### src/rtl/mouse_pos_delay_line.sv
// Mouse-position delay line: clamps coordinates to the screen, delays them by a runtime-selectable
// number of stages, and masks valid_out while the pipe refills. Optional `moved` flag: MOUSE_DELAY_MOVED_EN.
module mouse_pos_delay_line #(
    parameter int W     = 12,
    parameter int DEPTH = 4,
    parameter int XMAX  = 1023,
    parameter int YMAX  = 767,
    parameter int SW    = $clog2(DEPTH + 1)
) (
    input  logic          clk,
    input  logic          rst,
    input  logic [W-1:0]  xpos_mouse_in,
    input  logic [W-1:0]  ypos_mouse_in,
    input  logic          valid_in,
    input  logic          freeze,
    input  logic [SW-1:0] delay_sel,
    output logic [W-1:0]  xpos_mouse_out,
    output logic [W-1:0]  ypos_mouse_out,
    output logic          valid_out,
    output logic          settling
`ifdef MOUSE_DELAY_MOVED_EN
    ,
    output logic          moved
`endif
);

    localparam int CW = $clog2(DEPTH + 2);
    localparam int IW = (DEPTH > 1) ? $clog2(DEPTH) : 1;
    localparam logic [W-1:0]  XLIM  = XMAX[W-1:0];
    localparam logic [W-1:0]  YLIM  = YMAX[W-1:0];
    localparam logic [SW-1:0] D_MAX = SW'(DEPTH);

    typedef enum logic {IDLE, SETTLE} state_t;

    function automatic logic [W-1:0] clamp(input logic [W-1:0] v, input logic [W-1:0] lim);
        return (v > lim) ? lim : v;
    endfunction

    logic [W-1:0]  r_x [DEPTH];
    logic [W-1:0]  r_y [DEPTH];
    logic          r_v [DEPTH];
    logic [W-1:0]  r_xo, r_yo;
    logic          r_vo;
    state_t        r_state, w_state_nxt;
    logic [CW-1:0] r_cnt, w_cnt_nxt;
    logic [SW-1:0] r_dsel, w_dsel_nxt;

    logic [W-1:0]  w_xc, w_yc;
    logic [SW-1:0] w_d;
    logic [IW-1:0] w_tap;
    logic [W-1:0]  w_tx, w_ty;
    logic          w_tv;
    logic          w_vo_nxt;

    // Stage 0 entry: clamp and saturate the requested delay
    always_comb begin
        w_xc  = clamp(xpos_mouse_in, XLIM);
        w_yc  = clamp(ypos_mouse_in, YLIM);
        w_d   = (delay_sel > D_MAX) ? D_MAX : delay_sel;
        w_tap = IW'(w_d - 1'b1);
    end

    // Tap select: delay 0 bypasses the pipe entirely
    always_comb begin
        w_tx = w_xc;
        w_ty = w_yc;
        w_tv = valid_in;
        if (w_d != '0) begin
            w_tx = r_x[w_tap];
            w_ty = r_y[w_tap];
            w_tv = r_v[w_tap];
        end
    end

    always_comb begin
        w_state_nxt = r_state;
        w_cnt_nxt   = r_cnt;
        w_dsel_nxt  = r_dsel;
        if (!freeze) begin
            if (w_d != r_dsel) begin
                // A new delay restarts the refill window, also from within SETTLE
                w_dsel_nxt  = w_d;
                w_cnt_nxt   = CW'(w_d) + CW'(1);
                w_state_nxt = SETTLE;
            end else begin
                case (r_state)
                    IDLE: ;
                    SETTLE: begin
                        if (r_cnt == CW'(1)) begin
                            w_cnt_nxt   = '0;
                            w_state_nxt = IDLE;
                        end else begin
                            w_cnt_nxt = r_cnt - CW'(1);
                        end
                    end
                    default: w_state_nxt = IDLE;
                endcase
            end
        end
        w_vo_nxt = (w_state_nxt == SETTLE) ? 1'b0 : w_tv;
    end

    always_ff @(posedge clk) begin
        if (rst) begin
            for (int k = 0; k < DEPTH; k++) begin
                r_x[k] <= '0;
                r_y[k] <= '0;
                r_v[k] <= 1'b0;
            end
            r_xo    <= '0;
            r_yo    <= '0;
            r_vo    <= 1'b0;
            r_state <= IDLE;
            r_cnt   <= '0;
            r_dsel  <= w_d;
        end else if (!freeze) begin
            r_x[0] <= w_xc;
            r_y[0] <= w_yc;
            r_v[0] <= valid_in;
            for (int k = 1; k < DEPTH; k++) begin
                r_x[k] <= r_x[k-1];
                r_y[k] <= r_y[k-1];
                r_v[k] <= r_v[k-1];
            end
            r_xo    <= w_tx;
            r_yo    <= w_ty;
            r_vo    <= w_vo_nxt;
            r_state <= w_state_nxt;
            r_cnt   <= w_cnt_nxt;
            r_dsel  <= w_dsel_nxt;
        end
    end

`ifdef MOUSE_DELAY_MOVED_EN
    logic [2*W-1:0] r_last;
    logic           r_moved;

    // Moved compares the pair about to be presented against the last one presented as valid
    always_ff @(posedge clk) begin
        if (rst) begin
            r_last  <= '0;
            r_moved <= 1'b0;
        end else if (freeze) begin
            r_moved <= 1'b0;
        end else begin
            r_moved <= w_vo_nxt && ({w_tx, w_ty} != r_last);
            if (w_vo_nxt) begin
                r_last <= {w_tx, w_ty};
            end
        end
    end

    assign moved = r_moved;
`endif

    assign xpos_mouse_out = r_xo;
    assign ypos_mouse_out = r_yo;
    assign valid_out      = r_vo;
    assign settling       = (r_state == SETTLE);

endmodule

### config.mk
export PLATFORM = sky130hd
export DESIGN_NAME = mouse_pos_delay_line
export DESIGN_NICKNAME = d
export VERILOG_FILES = /design/src/rtl/mouse_pos_delay_line.sv
export SDC_FILE = /design/constraint.sdc
export NUM_CORES = 1
export LEC_CHECK = 0
export ABC_CLOCK_PERIOD_IN_PS = 4310
export CORE_MARGIN = 3
export CORE_UTILIZATION = 25
export CTS_BUF_LIST = sky130_fd_sc_hd__clkbuf_8
export DETAILED_ROUTE_END_ITERATION = 12
export PLACE_DENSITY = 0.44
export SYNTH_ARGS = -nofsm -noshare
export SYNTH_HDL_FRONTEND = slang
export SYNTH_SLANG_ARGS = --single-unit
### constraint.sdc
create_clock -name clk -period 4.31 [get_ports clk]
set_clock_uncertainty 0.15 [all_clocks]
set_input_delay 0.6465 -clock clk [delete_from_list [all_inputs] [get_ports clk]]
set_output_delay 0.6465 -clock clk [all_outputs]
set_load 0.005 [all_outputs]
Word level (Yosys, flattened, before mapping):

Memory sizes are Yosys's and may differ from the RTL's.
Cells that the tools add are included.

* add/subtract/negate cells: 3
* order comparisons: 3
* equal/unequal tests: 3
* multiplexer cells: 34
* bitwise logic cells: 13
* reductions and logical operators: 5

Operators with widths (count)
* $mux W12: 12
* $gt A12 B10 Y1 const B: 2
* $mux W3: 7
* $mux W1: 15
* $or A1 B1 Y1: 12
* $reduce_and A2 Y1: 2
* $reduce_bool A2 Y1: 2
* $add A3 B1 Y3 const B: 1
* $eq A3 B1 Y1 const B: 1
* $gt A3 B3 Y1 const B: 1
* $ne A3 B3 Y1: 1
* $reduce_bool A3 Y1: 1
* $sub A3 B1 Y3 const B: 1
* $ne A2 B2 Y1 const B: 1
* $sub A2 B1 Y2 const B: 1
* $not A1 Y1: 1

* register bits: 32
* bits in writable memories: 100
* bits of input ports: 31
* output and inout bits: 26
* word-level logic and storage cells: 70
* memories: 3

Memories
* r_x: depth 4, width 12, read ports 4, clocked after memory_dff 0, wr ports 4, line 39 `logic [W-1:0] r_x [DEPTH];`
* r_y: depth 4, width 12, read ports 4, clocked after memory_dff 0, wr ports 4, line 40 `logic [W-1:0] r_y [DEPTH];`
* r_v: depth 4, width 1, read ports 4, clocked after memory_dff 0, wr ports 4, line 41 `logic r_v [DEPTH];`

Depth between registers and ports, before layout:

Gate-level depths: netlist of run 1.

* depth in word-level cells: 6
* mapped depth: 9
* depth with buffers taken out: 6

Worst setup path before layout of run 1:

Ideal clock, no wire load.

* path kind: input to register
* start: input port rst
* end: memory r_v[0], enable pin
* setup time: 453 ps
* arrival: 2918 ps
* required time: 3707 ps
* path slack: 789 ps
* cell stages on the path: 3
* path buffers: 1
* path through: clkbuf_1 > nor2_1 > inv_1

RTL lines
* start: declaration: line 11 `input logic rst,`
* end: declaration: line 41

Worst setup path in the final report of run 1:

* start: input port delay_sel[2]
* end: register r_yo[1] (netlist: ypos_mouse_out[1])

* cells in the longest elaborated chain, start to end: 5
* elaborated cells between the ends (all ways): 6
* those cells by class: 1 x add/sub; 1 x order compare; 2 x mux; 1 x reduce/logical; 1 x memory

Ends and longest elaborated chain
* start: declaration: line 16 `input logic [SW-1:0] delay_sel,`
* $gt A3 B3 Y1: line 59 `w_d = (delay_sel > D_MAX) ? D_MAX : delay_sel;`
* $mux W3 (*): line 59
* $sub A2 B1 Y2: line 60 `w_tap = IW'(w_d - 1'b1);`
* $mem_v2 Z4 W12
* $mux W12 (*): line 68 `if (w_d != '0) begin`
* end signal: assignment: line 126 `r_yo <= w_ty;`
* end: declaration: line 42 `logic [W-1:0] r_xo, r_yo;`

Mark *: on every way between the ends. The rest lies on a longest branch, timed or not.
A chain may end at the register's enable or synchronous reset.

==> results of run 1 <==
==> final cells by class <==
type,instances,area [um^2]
Fill cell,2281,15660
Sequential cell,132,3674
Multi-Input combinational cell,267,1987
Timing Repair Buffer,64,645.6
Tap cell,313,391.6
Clock buffer,21,289.0
Clock inverter,10,91.34
Inverter,10,43.79
==> cell families after synthesis <==
group / count (synthesis)
AOI/OAI and AO/OA: 68
xor gates and xnor gates: 3
adders and majority gates: 4
buffers and inverters: 41
DFF: 132
muxes: 25
other: 1
and+or+nand+nor: 163
==> layer usage <==
layer	wire length, um	GRT usage	vias up
li1	-	-	1724
met1	6087	0.1475	1825
met2	6239	0.1715	95
met3	624	0.02990	23
met4	274	0.04506	0
met5	0	0	-
==> metrics by stage <==
stage	worst slack (ps)	hold slack, ps	utilization	instances
final	1537	290.9	0.3127	817
after global placement	1075	288.0	0.2960	786
after CTS	1502	299.4	0.3127	817
after floorplan	789.1	284.5	-	440
after detailed placement	1028	289.0	0.2960	786
after global routing	1401	335.8	0.3127	817
==> cells in the final DEF, fill, tap and decap left out, drive strengths merged, types with 3 or more instances in the layout <==
cell type	instances
nor2	44
clkinv	4
a2111oi	9
conb	4
a22o	5
clkdlybuf4s50	56
xor2	3
a21oi	19
o21ai	24
nand2b	3
and2	77
inv	14
buf	8
edfxtp	103
nor3	30
mux4	25
ha	4
clkbuf	21
dfxtp	29
==> worst max-delay path, stage by stage <==
cell	delay (ps)
clkdlybuf4s50_1	580
nand2b_4	260
ha_1	280
buf_4	230
buf_4	300
mux4_2	350
a21oi_1	190
nor3_1	70
==> state kept, by name, indices dropped and copies added (netlist names) <==
register,flops
r_cnt,3
r_dsel,3
r_v,4
r_x,48
r_y,48
settling,1
valid_out,1
xpos_mouse_out,12
ypos_mouse_out,12
==> where the power goes <==
part	leakage, nW	switching (W)	internal, W	total [W]
Sequential	1.37	0.0000443	0.00147	0.00152
Combinational	1.01	0.000157	0.000157	0.000313
Clock	0.213	0.000459	0.000558	0.00102
Total	2.59	0.000660	0.00219	0.00285
==> final timing paths <==
kind                             startpoint  slack (ps)                             end
max                            delay_sel[2]        1540  ypos_mouse_out[1]$_SDFFE_PP0N_
min          ypos_mouse_out[8]$_SDFFE_PP0N_         290  ypos_mouse_out[8]$_SDFFE_PP0N_
max reg2reg           r_cnt[1]$_SDFFE_PP0P_        2490           r_cnt[2]$_SDFFE_PP0P_
min reg2reg  ypos_mouse_out[8]$_SDFFE_PP0N_         290  ypos_mouse_out[8]$_SDFFE_PP0N_
==> impl_metrics.yaml, run 1 <==
status:
  status: "complete, no violations"
sta:
  drv_slew: 0
  setup_violations: 0
  tightest_slew_ps: 743.6
  slew_headroom: 0.4915
  fin_tns_setup_ps: 0
  fmaxAchievable_ghz: 0.3606
  fin_crit_sh: 0.6435
  rsz0062_at_grt: "false"
  min_period_ps: 2773
  hold_viol_final: 0
yosys:
  synthFlopType: "edfxtp_1"
  ys_warn_count: 0
  synth-async-reset-ratio: 0
  synth_fa_ha_area_frac: 0.008587
  synthCells: 437
  synthXorXnorAreaFrac: 0.004508
  synth_edf_count: 103
  syn_area_per_cell_um2: 13.34
  synth_area_mm2: 0.005828
  synth-simple-area-share: 0.1518
  synthMuxAreaShare: 0.09661
  synth.most_common_cell: "edfxtp_1"
  synth_seq_area_share: 0.6303
  synth_top_family_by_area: "simple AND/OR/NAND/NOR gates"
  ys_seq_elements: 132
  ys_types: 43
  netlist_top_cells_area: "edfxtp_1 53%, dfxtp_1 10%, mux4_2 9.7%, and2_1 8.3%, nor2_1 2.8%"
  synth_compound_area_frac: 0.07557
  yosysTopAreaCell: "edfxtp_1"
  synth_top_cells_by_count: "103 x edfxtp_1, 77 x and2_1, 44 x nor2_1"
  synth_top_area_frac: 0.5307
drt:
  dr.pass1.iters: 4
  vias: 3667
  drc: 0
  drtIter0Drc: 260
  postRouteAntennaNets: 0
  wl_per_cell_um: 16.19
  wl_um: 13230
  avgViaCountPerCell: 4.488
grt:
  grt-ovfl-total: 0
  grt_pass1_wl_um: 21220
  grt_pass1_vias: 3748
  track_usage: 0.1108
  grt_max_degree: 101
  antenna_found_initial: 0
place:
  post_dp_cell_area_mm2: 0.006741
  hpwlAfterDp_um: 8266
  portBuffers: 56
  place_congestion: 0.7055
clocking:
  ctsHoldBuffers: 0
  cts_setup_buffers: 0
  cts_root_buffer: "clkbuf_8"
  htreeDepth: 4
  clock_latency_ps: 430
  cts_tree: "done"
  cts_resized: 0
  cts_buffer_depth: 2
  clkTransAtPathRegs_ps: 70
  numCtsBuffers: 17
  cts.sinks: 132
setup_path:
  crit_required_ps: 4470
  worst-endpoint-arrival_ps: 2930
  crit_fanout: 14
  endpoint_kind: "flop"
  worstSetupPathType: "input pin to flop"
  startpoint_type: "input pin"
  rr_worst_depth: 6
hold_path:
  min_path_type: "flop to flop"
  worstHoldPathCells: 2
power_and_ir_drop:
  p_total_w: 0.002846
  max-vdd-ir-drop_v: 0.0001193
  power.density_mw_per_mm2: 399.6
  cellLeakagePower_nw: 2.588
final_layout:
  fin_nets: 527
  final_design_area_no_fill_mm2: 0.007122
  drive_above_1_share: 0.1290
  antenna_cells: 0
  areaGrowthSynthToFinish_pct: 22.20
floorplan:
  die_h_um: 158.7
  fp-row-count: 55
  ios: 57
  die_w_um: 158.7
  dieArea_mm2: 0.02518
  start_util: 0.2559
  core_area_mm2: 0.02278
run:
  maxCapViolCount: 0
Note: power is estimated with default switching activity, not from simulation.
==> inputs of run 2 (changes only) <==
ABC_CLOCK_PERIOD_IN_PS = 2760   (was 4310)
clock period = 2.76 ns   (was 4.31 ns; I/O delays follow)
==> run 2 against run 1 <==
Compared with the run above:
- total power increased by 55%
- worst setup slack worse by 900 ps
- first-iteration DRC count grew 2.3%
- critical path type unchanged
==> impl_metrics.yaml, run 2 (synthesized netlist as in run 1, its figures left out) <==
status:
  status: "complete, no violations"
place:
  dpl_worst_slack_ps: 152.7
  hpwlAfterDp_um: 8714
  portBuffers: 56
  place_congestion: 0.6912
clocking:
  ctsHoldBuffers: 0
  cts_buffer_depth: 2
  htreeDepth: 4
  cts_setup_buffers: 0
  clock_latency_ps: 430
  cts_root_buffer: "clkbuf_8"
  numCtsBuffers: 17
  cts_tree: "done"
  cts_resized: 0
  cts.sinks: 132
  clkTransAtPathRegs_ps: 70
floorplan:
  dieArea_mm2: 0.02518
  fp-row-count: 55
  core_area_mm2: 0.02278
  die_w_um: 158.7
  die_h_um: 158.7
  start_util: 0.2559
  ios: 57
final_layout:
  fin_nets: 538
  multi_input_area_mm2: 0.001994
  layout_commonest_cell: "edfxtp_1"
  final_cell_mix: "103 x edfxtp_1, 77 x and2_1, 56 x clkdlybuf4s50_1, 42 x nor2_1, 30 x nor3_1"
  areaGrowthSynthToFinish_pct: 24.50
  antenna_cells: 0
  fillers: 2309
  drive_above_1_share: 0.1512
  reg.largest.list: "r_x (48), r_y (48)"
  fin_util: 0.3185
  seqCellArea_mm2: 0.003674
setup_path:
  rr_worst_depth: 6
  path_depth: 6
  path_buf_inv: 1
  cp_cell_sequence: "clkdlybuf4s50_1 -> nand2b_4 -> ha_1 -> mux4_2 -> o21ba_2 -> a22o_1"
  path_delay_family: "buffers and inverters"
  rrSetupSlack_ps: 840
  worst-endpoint-arrival_ps: 2300
  r2r-start: "r_cnt[1]$_SDFFE_PP0P_"
  timing.rr.end: "r_cnt[2]$_SDFFE_PP0P_"
  cp-endpoint: "valid_out$_SDFFE_PP0N_"
  startpoint_type: "input pin"
  critical_path.startpoint: "delay_sel[0]"
  worstSetupPathType: "input pin to flop"
  worst_path_max_delay_cell: "clkdlybuf4s50_1"
  endpoint_kind: "flop"
  slowest_delay_ps: 550
  crit_required_ps: 2940
  crit_fanout: 4
drt:
  drc: 0
  wl_um: 13560
  postRouteAntennaNets: 0
  drtIter0Drc: 266
  vias: 3674
  wl_per_cell_um: 16.35
  avgViaCountPerCell: 4.432
  dr.pass1.iters: 4
grt:
  grt-ovfl-total: 0
  grt_max_degree: 57
  antenna_found_initial: 0
  track_usage: 0.1118
  grt_pass1_vias: 3858
  grt_pass1_wl_um: 21470
sta:
  slew_headroom: 0.5808
  fin_crit_sh: 0.7689
  fin_tns_setup_ps: 0
  setup_violations: 0
  rsz0062_at_grt: "false"
  hold_viol_final: 0
  fin_hold_ws_ps: 325.5
  drv_slew: 0
  tightest_slew_ps: 612.9
  fmaxAchievable_ghz: 0.4712
  fin_ws_ps: 637.7
  min_period_ps: 2122
hold_path:
  min_path_type: "flop to flop"
  hp-start: "ypos_mouse_out[8]$_SDFFE_PP0N_"
run:
  maxCapViolCount: 0
power_and_ir_drop:
  max-vdd-ir-drop_v: 0.0002561
  cellLeakagePower_nw: 2.659
  p_total_w: 0.004416
  power.density_mw_per_mm2: 608.6
-- run 2: changes by cell type in the layout (fill, tap and decap cells not counted), sizes merged --
cell | before | now
clkinv | 4 | 1
bufinv | 2 | 1
buf | 8 | 19
clkinvlp | 0 | 2
clkbuf | 21 | 22
inv | 14 | 16
-- run 2: worst min-delay path by stage --
| stage | depth (start not counted) | to |
|---|---|---|
| 2_1_floorplan | 2 | ypos_mouse_out[8]$_SDFFE_PP0N_ |
| 3_3_place_gp | 2 | xpos_mouse_out[0]$_SDFFE_PP0N_ |
| 3_5_place_dp | 2 | xpos_mouse_out[1]$_SDFFE_PP0N_ |
| 4_1_cts | 2 | ypos_mouse_out[8]$_SDFFE_PP0N_ |
| 5_1_grt | 1 | xpos_mouse_out[10]$_SDFFE_PP0N_ |
| 6_report | 2 | ypos_mouse_out[8]$_SDFFE_PP0N_ |
-- run 2: final cells by class --
| type | count | share of cell area |
|---|---|---|
| flip-flops and latches | 132 | 0.5063 |
| repair buffers | 75 | 0.1073 |
| well taps | 313 | 0.05397 |
| inverters | 10 | 0.006380 |
| clock buffers | 22 | 0.04173 |
| multi-input cells | 267 | 0.2749 |
| clock inverters | 10 | 0.009484 |
-- run 2: stage by stage --
stage          std cells  area (um^2)
3_3_place_gp         797         6884
5_1_grt              829         7256
6_report             829         7256
2_1_floorplan        440         5861
3_5_place_dp         797         6884
4_1_cts              829         7256
-- run 2: power by group --
group / leakage (nW) / total (W) / switching, W / internal (W)
sequential: 1.37 / 0.00237 / 0.0000692 / 0.00230
combinational: 1.08 / 0.000515 / 0.000252 / 0.000263
clock: 0.214 / 0.00153 / 0.000725 / 0.000809
-- run 2: layer usage --
metal,global-route usage,share of wire,up-vias
met5,0,0,-
met1,0.1497,0.47,1845
li1,-,-,1749
met2,0.1756,0.48,72
met4,0.03646,0.0097,0
met3,0.03153,0.041,8
-- run 2: worst reg2reg max path: stages, from the launching register on --
cell and delay, ps:
dfxtp_1 350, inv_1 70, ha_1 210, or3b_2 430, o21ai_0 90, nor4_1 80
a2111oi_1 410
